===== src/rtl/approx_seq_mult.sv =====
// Iterative signed/unsigned approximate multiplier: one partial-product row per clock,
// lower-part-OR accumulation. Define APPROX_SEQ_MULT_EXACT_EN to add y_exact/err_flag.
module approx_seq_mult #(
  parameter int unsigned NUM_BITS    = 8,
  parameter int unsigned APPROX_BITS = 2
) (
  input  logic                    clk,
  input  logic                    rst,
  input  logic                    in_valid,
  output logic                    in_ready,
  input  logic                    signed_mode,
  input  logic [NUM_BITS-1:0]     a,
  input  logic [NUM_BITS-1:0]     b,
  output logic                    out_valid,
  input  logic                    out_ready,
  output logic [2*NUM_BITS-1:0]   y
`ifdef APPROX_SEQ_MULT_EXACT_EN
  ,
  output logic [2*NUM_BITS-1:0]   y_exact,
  output logic                    err_flag
`endif
);

  localparam int unsigned W  = 2 * NUM_BITS;
  localparam int unsigned CW = (NUM_BITS > 1) ? $clog2(NUM_BITS) : 1;
  localparam logic [CW-1:0] LAST = CW'(NUM_BITS - 1);
  // Ones in the K approximate columns; zero when K = 0, making the accumulate exact.
  localparam logic [W-1:0] LO_MASK = {W{1'b1}} >> (W - APPROX_BITS);

  typedef enum logic [1:0] {IDLE, BUSY, DONE} state_t;

  state_t              state_q, state_d;
  logic [W-1:0]        a_q, a_d;
  logic [NUM_BITS-1:0] b_q, b_d;
  logic                sgn_q, sgn_d;
  logic [W-1:0]        acc_q, acc_d;
  logic [CW-1:0]       cnt_q, cnt_d;
  logic [W-1:0]        y_q, y_d;
  logic [W-1:0]        row;
  logic [W-1:0]        acc_sum;

  always_comb begin
    row = '0;
    if (b_q[cnt_q]) row = a_q << cnt_q;
    if (sgn_q && (cnt_q == LAST)) row = -row;
  end

  // Masked halves: the upper sum has zero low bits, so no carry crosses column K.
  assign acc_sum = ((acc_q | row) & LO_MASK)
                 | ((acc_q & ~LO_MASK) + (row & ~LO_MASK));

  always_comb begin
    state_d = state_q;
    a_d     = a_q;
    b_d     = b_q;
    sgn_d   = sgn_q;
    acc_d   = acc_q;
    cnt_d   = cnt_q;
    y_d     = y_q;
    case (state_q)
      IDLE: begin
        if (in_valid) begin
          a_d     = signed_mode ? {{NUM_BITS{a[NUM_BITS-1]}}, a} : {{NUM_BITS{1'b0}}, a};
          b_d     = b;
          sgn_d   = signed_mode;
          acc_d   = '0;
          cnt_d   = '0;
          state_d = BUSY;
        end
      end
      BUSY: begin
        acc_d = acc_sum;
        cnt_d = cnt_q + 1'b1;
        if (cnt_q == LAST) begin
          y_d     = acc_sum;
          cnt_d   = '0;
          state_d = DONE;
        end
      end
      DONE: begin
        if (out_ready) state_d = IDLE;
      end
      default: state_d = IDLE;
    endcase
  end

  always_ff @(posedge clk or posedge rst) begin
    if (rst) begin
      state_q <= IDLE;
      a_q     <= '0;
      b_q     <= '0;
      sgn_q   <= 1'b0;
      acc_q   <= '0;
      cnt_q   <= '0;
      y_q     <= '0;
    end else begin
      state_q <= state_d;
      a_q     <= a_d;
      b_q     <= b_d;
      sgn_q   <= sgn_d;
      acc_q   <= acc_d;
      cnt_q   <= cnt_d;
      y_q     <= y_d;
    end
  end

  assign in_ready  = (state_q == IDLE);
  assign out_valid = (state_q == DONE);
  assign y         = y_q;

`ifdef APPROX_SEQ_MULT_EXACT_EN
  logic [W-1:0] shadow_q, shadow_d;
  logic [W-1:0] yx_q, yx_d;
  logic         err_q, err_d;
  logic [W-1:0] shadow_sum;

  assign shadow_sum = shadow_q + row;

  always_comb begin
    shadow_d = shadow_q;
    yx_d     = yx_q;
    err_d    = err_q;
    if (state_q == IDLE && in_valid) begin
      shadow_d = '0;
    end else if (state_q == BUSY) begin
      shadow_d = shadow_sum;
      if (cnt_q == LAST) begin
        yx_d  = shadow_sum;
        err_d = (acc_sum != shadow_sum);
      end
    end
  end

  always_ff @(posedge clk or posedge rst) begin
    if (rst) begin
      shadow_q <= '0;
      yx_q     <= '0;
      err_q    <= 1'b0;
    end else begin
      shadow_q <= shadow_d;
      yx_q     <= yx_d;
      err_q    <= err_d;
    end
  end

  assign y_exact  = yx_q;
  assign err_flag = err_q;
`endif

endmodule


===== config.mk =====
export PLATFORM = sky130hd
export DESIGN_NAME = approx_seq_mult
export DESIGN_NICKNAME = d
export VERILOG_FILES = /design/src/rtl/approx_seq_mult.sv
export SDC_FILE = /design/constraint.sdc
export NUM_CORES = 1
export LEC_CHECK = 0
export BUFFER_PORTS_ARGS = -buffer_cell sky130_fd_sc_hd__buf_2
export CORE_MARGIN = 2
export CORE_UTILIZATION = 25
export CTS_CLUSTER_DIAMETER = 40
export CTS_CLUSTER_SIZE = 12
export DETAILED_ROUTE_END_ITERATION = 7
export GPL_ROUTABILITY_DRIVEN = 0
export PLACE_DENSITY = 0.49
export SETUP_SLACK_MARGIN = 0.3
export SLEW_MARGIN = 0
export SYNTH_ARGS = -nofsm -noshare
export SYNTH_HDL_FRONTEND = slang
export SYNTH_SLANG_ARGS = --single-unit

===== constraint.sdc =====
create_clock -name clk -period 8.3 [get_ports clk]
set_input_delay 1.245 -clock clk [delete_from_list [all_inputs] [get_ports clk]]
set_output_delay 1.245 -clock clk [all_outputs]
set_load 0.01 [all_outputs]

==> results.ini, run 1 <==
[run_status]
status=complete, no violations

[clock_network]
clk_latency_ns=0.31
post_cts_resized=0
cts_hold_buf=0
clockBufferDepth=2
h-tree-depth=2
cts_buffers=5
cts_setup_buffers=0
cts.sinks=55
root_buffer=clkbuf_16
cts_tree=built
clk_pin_slew_worst_paths_ns=0.08

[synthesis]
yosys_warnings=0
yosysSeqAreaShare_pct=36.7
synth_edf_count=0
postSynthAreaPerCell_um2=8.88
ys.flop_type=dfrtp_1
ys_types=63
netlist_area_mm2=0.00375
yosys_register_bits=55
synth_cells=423
syn_nets=462
synthArstFlopShare_pct=100

[placement]
pre_cts_slack_ns=3.43
numPortBuffers=38
dp_hpwl_um=6590

[worst_setup_path]
timing.rr.start=cnt_q[0]
path_max_fanout=21
cp_slowest_stage_delay_ns=0.87
crit_path_top_delay_cell=dfrtp_1
start_kind=flip-flop
cp_data_arrival_time_ns=5.12
crit_type=reg -> reg
r2r_end=y[15]
critPathRequiredTime_ns=8.53
reg2reg_depth=15
crit_chain=mux4_2 > and2_1 > nand2_1 > ha_1 > and4bb_1 > nand2_1 > o21ai_0 > xnor2_1 > ha_1 > a21o_1 > a21o_1 > a32oi_1 > a211o_1 > xnor3_1 > o21ai_1
rrSetupSlack_ns=3.42
end_kind=flip-flop

[drt]
drt-initial-drc-count=194
drtPass1Iterations=4
drc=0
drt_wl_total_um=9320
ant_nets=0
via_count=3135
routedWlPerCell_um=14.7
viasPerCell=4.94

[sta]
setup_tns_ns=0
rsz0062_at_grt=no
worst_slack_ns=3.42
relSlewSlack_pct=21.7
finalSetupViolations=0
period_needed_ns=4.88
tightest_slew_ns=1.17
drv_slew=0
hold_viol_final=0
finalClockSkew_ns=0.00701
fin_crit_sh_pct=58.8
fmax_ghz=0.205

[die]
fp.dieW_um=127
core-area_mm2=0.0146
die_area_mm2=0.0160
rows=44
pin_count=39
die_y_um=127
initial_core_util_pct=25.7

[finish]
drive_gt1_share_pct=16.7
final_util_pct=29.3
layout-area-overhead-vs-synth_pct=13.8
final.fill_count=1532
n_antenna_cell=0
nNetsFinal=488

[power_and_ir_drop]
vdd_ir_drop_max_v=0.000131
leakagePower_nw=1.95
p_total_mw=1.92
pwr_density_cell_mw_per_mm2=450

[global_routing]
grt_max_degree=56
grt_overflow=0
grt_pass1_wl_um=16000
first_global_vias=3149
grt_util_all_layers_pct=12.2
antenna_found_initial=0

[worst_hold_path]
min_path_cells=2
worstHoldStart=y[10]
holdPathEnd=y[10]
hold_class=reg -> reg

[run]
drv_cap=0

==> synth_stat cells, types with 2 or more instances <==
cell / instances / area, um2
a21oi_1: 19 / 95.1
a32o_1: 2 / 20.0
ha_1: 17 / 213
nand4_1: 3 / 18.8
o21ai_1: 2 / 10.0
o2111ai_1: 2 / 17.5
a211oi_1: 4 / 30.0
xor2_1: 11 / 96.3
or2_2: 4 / 25.0
mux4_1: 3 / 78.8
nand2b_1: 4 / 25.0
nand2_1: 87 / 327
and2_1: 7 / 43.8
xnor2_1: 10 / 87.6
a21boi_0: 2 / 15.0
a31oi_1: 2 / 12.5
o21ai_0: 43 / 215
nor2b_1: 3 / 18.8
dfrtp_1: 55 / 1380
or4_1: 2 / 15.0
a21o_1: 3 / 22.5
o31ai_1: 5 / 37.5
nor2_1: 14 / 52.6
inv_1: 10 / 37.5
o211ai_1: 2 / 15.0
mux4_2: 4 / 90.1
nor3_2: 2 / 20.0
a22oi_1: 2 / 15.0
and3_1: 4 / 25.0
a32oi_1: 3 / 26.3
clkbuf_1: 16 / 60.1
mux2_2: 4 / 45.0
buf_2: 5 / 25.0
nor3_1: 8 / 40.0
nand3_1: 24 / 120
nor4_1: 3 / 18.8
mux2i_1: 6 / 60.1
==> flip-flops by register name, summed over array words and instances, names as in the netlist <==
| signal | flops |
|---|---|
| a_q | 9 |
| y | 16 |
| b_q | 8 |
| acc_q | 16 |
| sgn_q | 1 |
| cnt_q | 3 |
| state_q | 2 |
==> critical path, delay by kind of cell, from the launching register on <==
| family | cells | cell delay [ns] |
|---|---|---|
| muxes | 1 | 0.69 |
| and+or+nand+nor | 4 | 0.89 |
| xor gates and xnor gates | 2 | 0.62 |
| AOI/OAI and AO/OA | 6 | 1.17 |
| adders and majority gates | 2 | 0.56 |
| DFF | 1 | 0.87 |
==> kinds of logic (layout without fill, tap and decap cells) <==
logic type / count (synthesis) / after routing / synth area share, %
AND/OR/NAND/NOR: 174 / 174 / 22.3
AO/OA/AOI/OAI: 103 / 103 / 17.5
flip-flops: 55 / 55 / 36.7
buffers and inverters: 33 / 60 / 3.77
XOR/XNOR: 23 / 23 / 6.23
adder cells (fa/ha/maj): 18 / 18 / 6.20
multiplexers: 17 / 17 / 7.30
==> per-stage QoR <==
step           std cells  hold slack, ns  area [um2]
2_1_floorplan        423           0.440        3750
3_3_place_gp         626           0.460        4100
3_5_place_dp         626           0.462        4100
4_1_cts              634           0.482        4270
5_1_grt              634           0.506        4270
6_report             634           0.474        4270
==> routing by layer <==
metal	GRT usage (%)	share of wire [%]	vias up
met5	0	0	-
met1	16.4	48	1503
met3	2.45	4.3	9
met4	3.56	1.2	0
li1	-	-	1570
met2	19.8	46	53
==> how the worst max path moves through the flow <==
stage	depth (start not counted)	slack [ns]	startpoint	end
floorplan	16	4.51	cnt_q[0]	y[15]
detailed placement	15	3.43	cnt_q[0]	y[15]
global placement	15	3.54	cnt_q[0]	y[15]
CTS	15	3.39	cnt_q[0]	y[15]
finish	15	3.42	cnt_q[0]	y[15]
global route	15	2.99	cnt_q[0]	y[15]
==> power by group <==
part | switching [mW] | total [mW] | internal (mW) | leakage (nW)
Combinational | 0.677 | 1.15 | 0.475 | 1.17
Clock | 0.111 | 0.255 | 0.144 | 0.0844
Sequential | 0.125 | 0.515 | 0.390 | 0.698
==> cells in the final DEF (no fill, tap or decap), types with 3 or more instances in the layout <==
| cell | netlist | layout |
|---|---|---|
| a211oi_1 | 4 | 4 |
| a21o_1 | 3 | 3 |
| a21oi_1 | 19 | 19 |
| a32oi_1 | 3 | 3 |
| and2_1 | 7 | 7 |
| and3_1 | 4 | 4 |
| buf_2 | 5 | 38 |
| buf_4 | 1 | 4 |
| clkbuf_16 | 0 | 5 |
| dfrtp_1 | 55 | 55 |
| ha_1 | 17 | 17 |
| inv_1 | 10 | 9 |
| mux2_2 | 4 | 4 |
| mux2i_1 | 6 | 6 |
| mux4_1 | 3 | 3 |
| mux4_2 | 4 | 4 |
| nand2_1 | 87 | 87 |
| nand2b_1 | 4 | 4 |
| nand3_1 | 24 | 24 |
| nand4_1 | 3 | 3 |
| nor2_1 | 14 | 14 |
| nor2b_1 | 3 | 3 |
| nor3_1 | 8 | 8 |
| nor4_1 | 3 | 3 |
| o21ai_0 | 43 | 43 |
| o31ai_1 | 5 | 5 |
| or2_2 | 4 | 4 |
| xnor2_1 | 10 | 10 |
| xor2_1 | 11 | 11 |
==> area by class of cell <==
class / instances / area (um2) / share of cell area [%]
multi-input cells: 335 / 2240 / 52.3
clock buffers: 5 / 125 / 2.93
well taps: 184 / 230 / 5.39
repair buffers: 42 / 220 / 5.15
inverters: 10 / 37.5 / 0.878
clock inverters: 3 / 47.5 / 1.11
flip-flops and latches: 55 / 1380 / 32.2
Note: power is estimated with default switching activity, not from simulation.
==> inputs of run 2 (changes only) <==
- ABC_AREA: not set -> 1
- PLACE_DENSITY: 0.49 -> 0.5
- clock period: 8.3 -> 4.6 ns (I/O delays scaled with it)
==> run 2 against run 1 <==
First-iteration DRC count fell by 3.6%. Combinational power up 84%. Clock skew decreased by 0.0025 ns. Largest power group unchanged.
==> results.ini, run 2 <==
[power_and_ir_drop]
p_seq_share_pct=26.5
pwr_density_cell_mw_per_mm2=850
p_int_mw=1.68
leakagePower_nw=2.06
switching_power_mw=1.73
vdd_ir_drop_max_v=0.000287
power.share.switching_pct=50.7
comb_power_share_pct=62.2
power_frac_clock_pct=11.2

[worst_hold_path]
hold_class=in -> async

[die]
fp.dieW_um=123
core-area_mm2=0.0138
die_area_mm2=0.0150
initial_core_util_pct=25.4
rows=43
pin_count=39
die_y_um=123

[synthesis]
yosysSeqAreaShare_pct=39.2
yosys.area.top_type_share_pct=39.2
synth_most_common_cell=nand2_1
netlist_area_mm2=0.00351
synthArstFlopShare_pct=100
ys_types=31
synth.area.top_cells=dfrtp_1 (39%), nand2_1 (18%), nand3_1 (6.7%)
syn_nets=518
synth_cells=479
yosys_register_bits=55
ys.flop_type=dfrtp_1
synth_top_cell_by_area=dfrtp_1
synthTopCellsByCount=nand2_1 (173), dfrtp_1 (55), nand3_1 (47), inv_1 (42), o21ai_0 (41)
postSynthAreaPerCell_um2=7.33
synth_edf_count=0
yosys_warnings=0

[finish]
final.fill_count=1507
layout_commonest_cell=nand2_1
drive_gt1_share_pct=12.3
nNetsFinal=549
layout-area-overhead-vs-synth_pct=14.0
ff_latch_area_mm2=0.00138
multiInputGateArea_mm2=0.00190
n_antenna_cell=0
mostFrequentLayoutCells=nand2_1 (173), dfrtp_1 (55), nand3_1 (47)

[clock_network]
cts_buffers=5
cts_tree=built
root_buffer=clkbuf_16
cts_setup_buffers=0
cts.sinks=55
clk_latency_ns=0.29
cts_hold_buf=0
post_cts_resized=0
h-tree-depth=2
clk_pin_slew_worst_paths_ns=0.07
clockBufferDepth=2

[drt]
routedWlPerCell_um=12.0
viasPerCell=4.49
ant_nets=0
drtPass1Iterations=5
via_count=3101
drt_wl_total_um=8280
drc=0
drt-initial-drc-count=187

[worst_setup_path]
cp_slowest_stage_delay_ns=0.65
crit_path_start=cnt_q[0]
path_max_fanout=16
critPathRequiredTime_ns=4.75
crit_end=y[14]
start_kind=flip-flop
crit_chain=inv_2 > nand2_1 > nand3_1 > nand2_2 > nand3_1 > ha_1 > nor2_1 > xnor2_1 > inv_1 > ha_1 > fa_1 > nand3_1 > nand2_1 > nand2_1 > o211ai_1 > nand3_1 > o21ai_0 > xor2_1 > o21ai_0
timing.rr.start=cnt_q[0]
crit_type=reg -> reg
end_kind=flip-flop
reg2reg_depth=19
rrSetupSlack_ns=0.97
cp_data_arrival_time_ns=3.78
r2r_end=y[14]
cp_common_cell=nand3_1
crit_path_top_delay_cell=dfrtp_1

[sta]
rsz0062_at_grt=no
setup_tns_ns=0
fmax_ghz=0.275
finalSetupViolations=0
finalClockSkew_ns=0.00454
hold_viol_final=0
fin_crit_sh_pct=79.0
tightest_slew_ns=0.804
period_needed_ns=3.63
worst_slack_ns=0.965
drv_slew=0
relSlewSlack_pct=46.3

[run_status]
status=complete, no violations

[global_routing]
grt_max_degree=32
antenna_found_initial=0
grt_pass1_wl_um=14200
grt_util_all_layers_pct=11.7
first_global_vias=2971
grt_overflow=0

[placement]
dp_hpwl_um=6420
numPortBuffers=38
pre_cts_slack_ns=0.964

[run]
drv_cap=0

==> run 2: cell count changes after synthesis, moves of 5 or more <==
cell,delta
and2_1,-7
clkbuf_1,-5
inv_1,+32
mux2i_1,-6
nand2_1,+86
nand2_2,+6
nand3_1,+23
nor3_1,-5
==> run 2: layer usage <==
layer  global-route usage [%]  share of wire (%)  vias to the layer above
met5                        0                  0                        -
met4                     3.23               0.78                        0
met3                     2.37                3.7                        6
met2                     17.8                 42                       62
met1                     16.7                 53                     1419
li1                         -                  -                     1614
==> run 2: per-stage QoR <==
stage	power (mW)	cell area [um2]	util, %	instances	hold slack [ns]
floorplan	2.56	3510	-	479	0.449
global placement	3.00	3860	27.9	683	0.463
detailed placement	3.05	3860	27.9	683	0.469
CTS	3.45	4010	29.0	691	0.473
global route	3.79	4010	29.0	691	0.507
finish	3.40	4010	29.0	691	0.455
==> run 2: logic make-up (layout without fill, tap and decap cells) <==
group | Yosys count | in the layout | share of synthesized area, %
DFF | 55 | 55 | 39.2
adders and majority gates | 18 | 18 | 6.63
xor gates and xnor gates | 23 | 23 | 5.74
buffers and inverters | 59 | 91 | 6.84
AOI/OAI and AO/OA | 68 | 68 | 10.7
and+or+nand+nor | 256 | 256 | 30.9
==> run 2: power groups by stage <==
stage | registers, mW | clock network (mW) | logic, mW
3_3_place_gp | 0.905 | 0 | 2.09
5_1_grt | 0.937 | 0.415 | 2.44
2_1_floorplan | 0.869 | 0 | 1.70
3_5_place_dp | 0.912 | 0 | 2.14
4_1_cts | 0.904 | 0.396 | 2.14
6_report | 0.903 | 0.383 | 2.12
==> run 2: layout make-up <==
cell class	count	area share [%]
Clock inverter	2	0.312
Timing Repair Buffer	40	5.12
Inverter	43	4.03
Clock buffer	6	3.22
Sequential cell	55	34.4
Multi-Input combinational cell	365	47.3
Tap cell	180	5.62
==> run 2: critical path: cells and delay by family, from the launching register on <==
kind | cells | cell delay (ns)
adder cells (fa/ha/maj) | 3 | 0.89
buffers and inverters | 2 | 0.27
AND/OR/NAND/NOR | 9 | 1.03
flip-flops | 1 | 0.65
XOR/XNOR | 2 | 0.32
AO/OA/AOI/OAI | 3 | 0.31
==> run 2: worst min-delay path by stage <==
stage / from / to / slack, ns
after CTS: rst / b_q[4] / 0.47
after detailed placement: b_q[5] / b_q[5] / 0.47
after global placement: y[5] / y[5] / 0.46
after global routing: rst / b_q[7] / 0.51
final: rst / b_q[7] / 0.45
after floorplan: b_q[5] / b_q[5] / 0.45
==> inputs of run 3 (changes only) <==
- PLACE_DENSITY: 0.5 -> 0.51
- clock period: 4.6 -> 2.9 ns (I/O delays scaled with it)
==> run 3 against run 2 <==
The run now ends with setup timing left. Critical path depth rose by 1. Die area did not move. Setup slack got worse by 1.1 ns. Critical endpoint unchanged.
==> results.ini, run 3 (synthesis results as in run 2) <==
[sta]
period_needed_ns=3.07
finalClockSkew_ns=0.00661
rsz0062_at_grt=yes
finalSetupViolations=16
worst_slack_ns=-0.174
fin_crit_sh_pct=106
relSlewSlack_pct=42.2
hold_viol_final=0
hold_slack_ns=0.307
fmax_ghz=0.325
drv_slew=0
tightest_slew_ns=0.866

[worst_setup_path]
crit_type=reg -> reg
critPathRequiredTime_ns=3.05
path_max_fanout=5
start_kind=flip-flop
cp_data_arrival_time_ns=3.23
end_kind=flip-flop

[clock_network]
clk_latency_ns=0.30
cts.sinks=55
cts_tree=built
clk_pin_slew_worst_paths_ns=0.07
h-tree-depth=2
cts_buffers=5
root_buffer=clkbuf_16
clockBufferDepth=2

[finish]
final_util_pct=36.5
nNetsFinal=628
drive_gt1_share_pct=37.1
n_antenna_cell=0
mostFrequentLayoutCells=nand2_1 (154), buf_4 (68), dfrtp_1 (54)
final.fill_count=1435
layout_commonest_cell=nand2_1
layout-area-overhead-vs-synth_pct=43.9

[run]
drv_cap=0

[drt]
via_count=3471
ant_nets=0
viasPerCell=4.51
drt_wl_total_um=9120
drtPass1Iterations=5
routedWlPerCell_um=11.8
drc=0
drt-initial-drc-count=146

[placement]
numPortBuffers=38
dp_hpwl_um=6670

[die]
die_area_mm2=0.0150
pin_count=39
initial_core_util_pct=25.4
die_y_um=123
fp.dieW_um=123
core-area_mm2=0.0138
rows=43

[run_status]
status=finished, violations left
failed_checks=setup timing

[global_routing]
grt_max_degree=56
antenna_found_initial=0
grt_overflow=0
grt_pass1_wl_um=15300
grt_util_all_layers_pct=12.6
first_global_vias=3325

[worst_hold_path]
hold_class=in -> reg

run 3: cell types whose count changed in the layout (fill, tap and decap cells not counted), moves of 14 or more:
cell	previous run	this run
buf_4	2	68
nand2_1	173	154
nand2_2	6	20
nand3_1	47	28
nand3_2	3	19
o21ai_0	41	20
o21ai_1	1	16
run 3: timing repair:
action / in CTS / in global routing
setup endpoints to repair: 22 / 26
hold buffers: 0 / 0
pin swaps: 23 / 29
buffers inserted: 13 / 6
endpoints found under the hold margin: 0 / 0
resized for setup: 56 / 53
run 3: layout make-up:
| type | instances | area [um2] | area share [%] |
|---|---|---|---|
| Clock buffer | 7 | 143 | 2.82 |
| Tap cell | 180 | 225 | 4.46 |
| Clock inverter | 1 | 5.00 | 0.0991 |
| Multi-Input combinational cell | 365 | 2290 | 45.3 |
| Timing Repair Buffer | 119 | 847 | 16.8 |
| Sequential cell | 55 | 1380 | 27.3 |
| Inverter | 43 | 164 | 3.24 |
run 3: worst max-delay path, stage by stage, from the launching register on:
cell      delay [ns]
dfrtp_2         0.43
inv_4           0.06
buf_4           0.14
buf_4           0.15
nand2_2         0.07
nand3_1         0.10
nand3_1         0.12
nand2_1         0.07
nand2_1         0.10
nand2_1         0.10
o21ai_2         0.15
xor2_1          0.10
ha_1            0.35
nand2_2         0.09
nor3_2          0.14
nand2_1         0.07
o211ai_1        0.12
nand3_1         0.15
o21ai_2         0.15
xor2_1          0.20
o21ai_1         0.07
run 3: through the flow:
stage	cells	setup TNS [ns]	area (um2)	worst slack, ns
after detailed placement	743	-1.69	4360	-0.249
after CTS	764	-1.46	4800	-0.198
final	770	-1.95	5050	-0.174
after global routing	770	-6.14	5050	-0.437
after global placement	743	-0.806	4360	-0.150
after floorplan	479	0	3570	0.0861
run 3: metal layers:
layer	GRT usage (%)	share of wire (%)	up-vias
met4	4.45	2.0	0
met2	21.0	47	53
li1	-	-	1769
met3	2.32	3.6	16
met1	16.3	48	1633
met5	0	0	-
run 3: final timing paths:
check | slack (ns) | cells after the start | to | start
max in group asynchronous | 2.09 | 3 | cnt_q[0] | rst
max reg2reg | -0.17 | 20 | y[14] | cnt_q[0]
max | -0.17 | 20 | y[14] | cnt_q[0]
min in group asynchronous | 0.32 | 3 | b_q[5] | rst
min | 0.31 | 2 | state_q[1] | out_ready
min reg2reg | 0.47 | 2 | y[9] | y[9]
Power of run 3 is not shown: default switching activity piles up to over one toggle a cycle in this logic, so the estimate is an artifact.
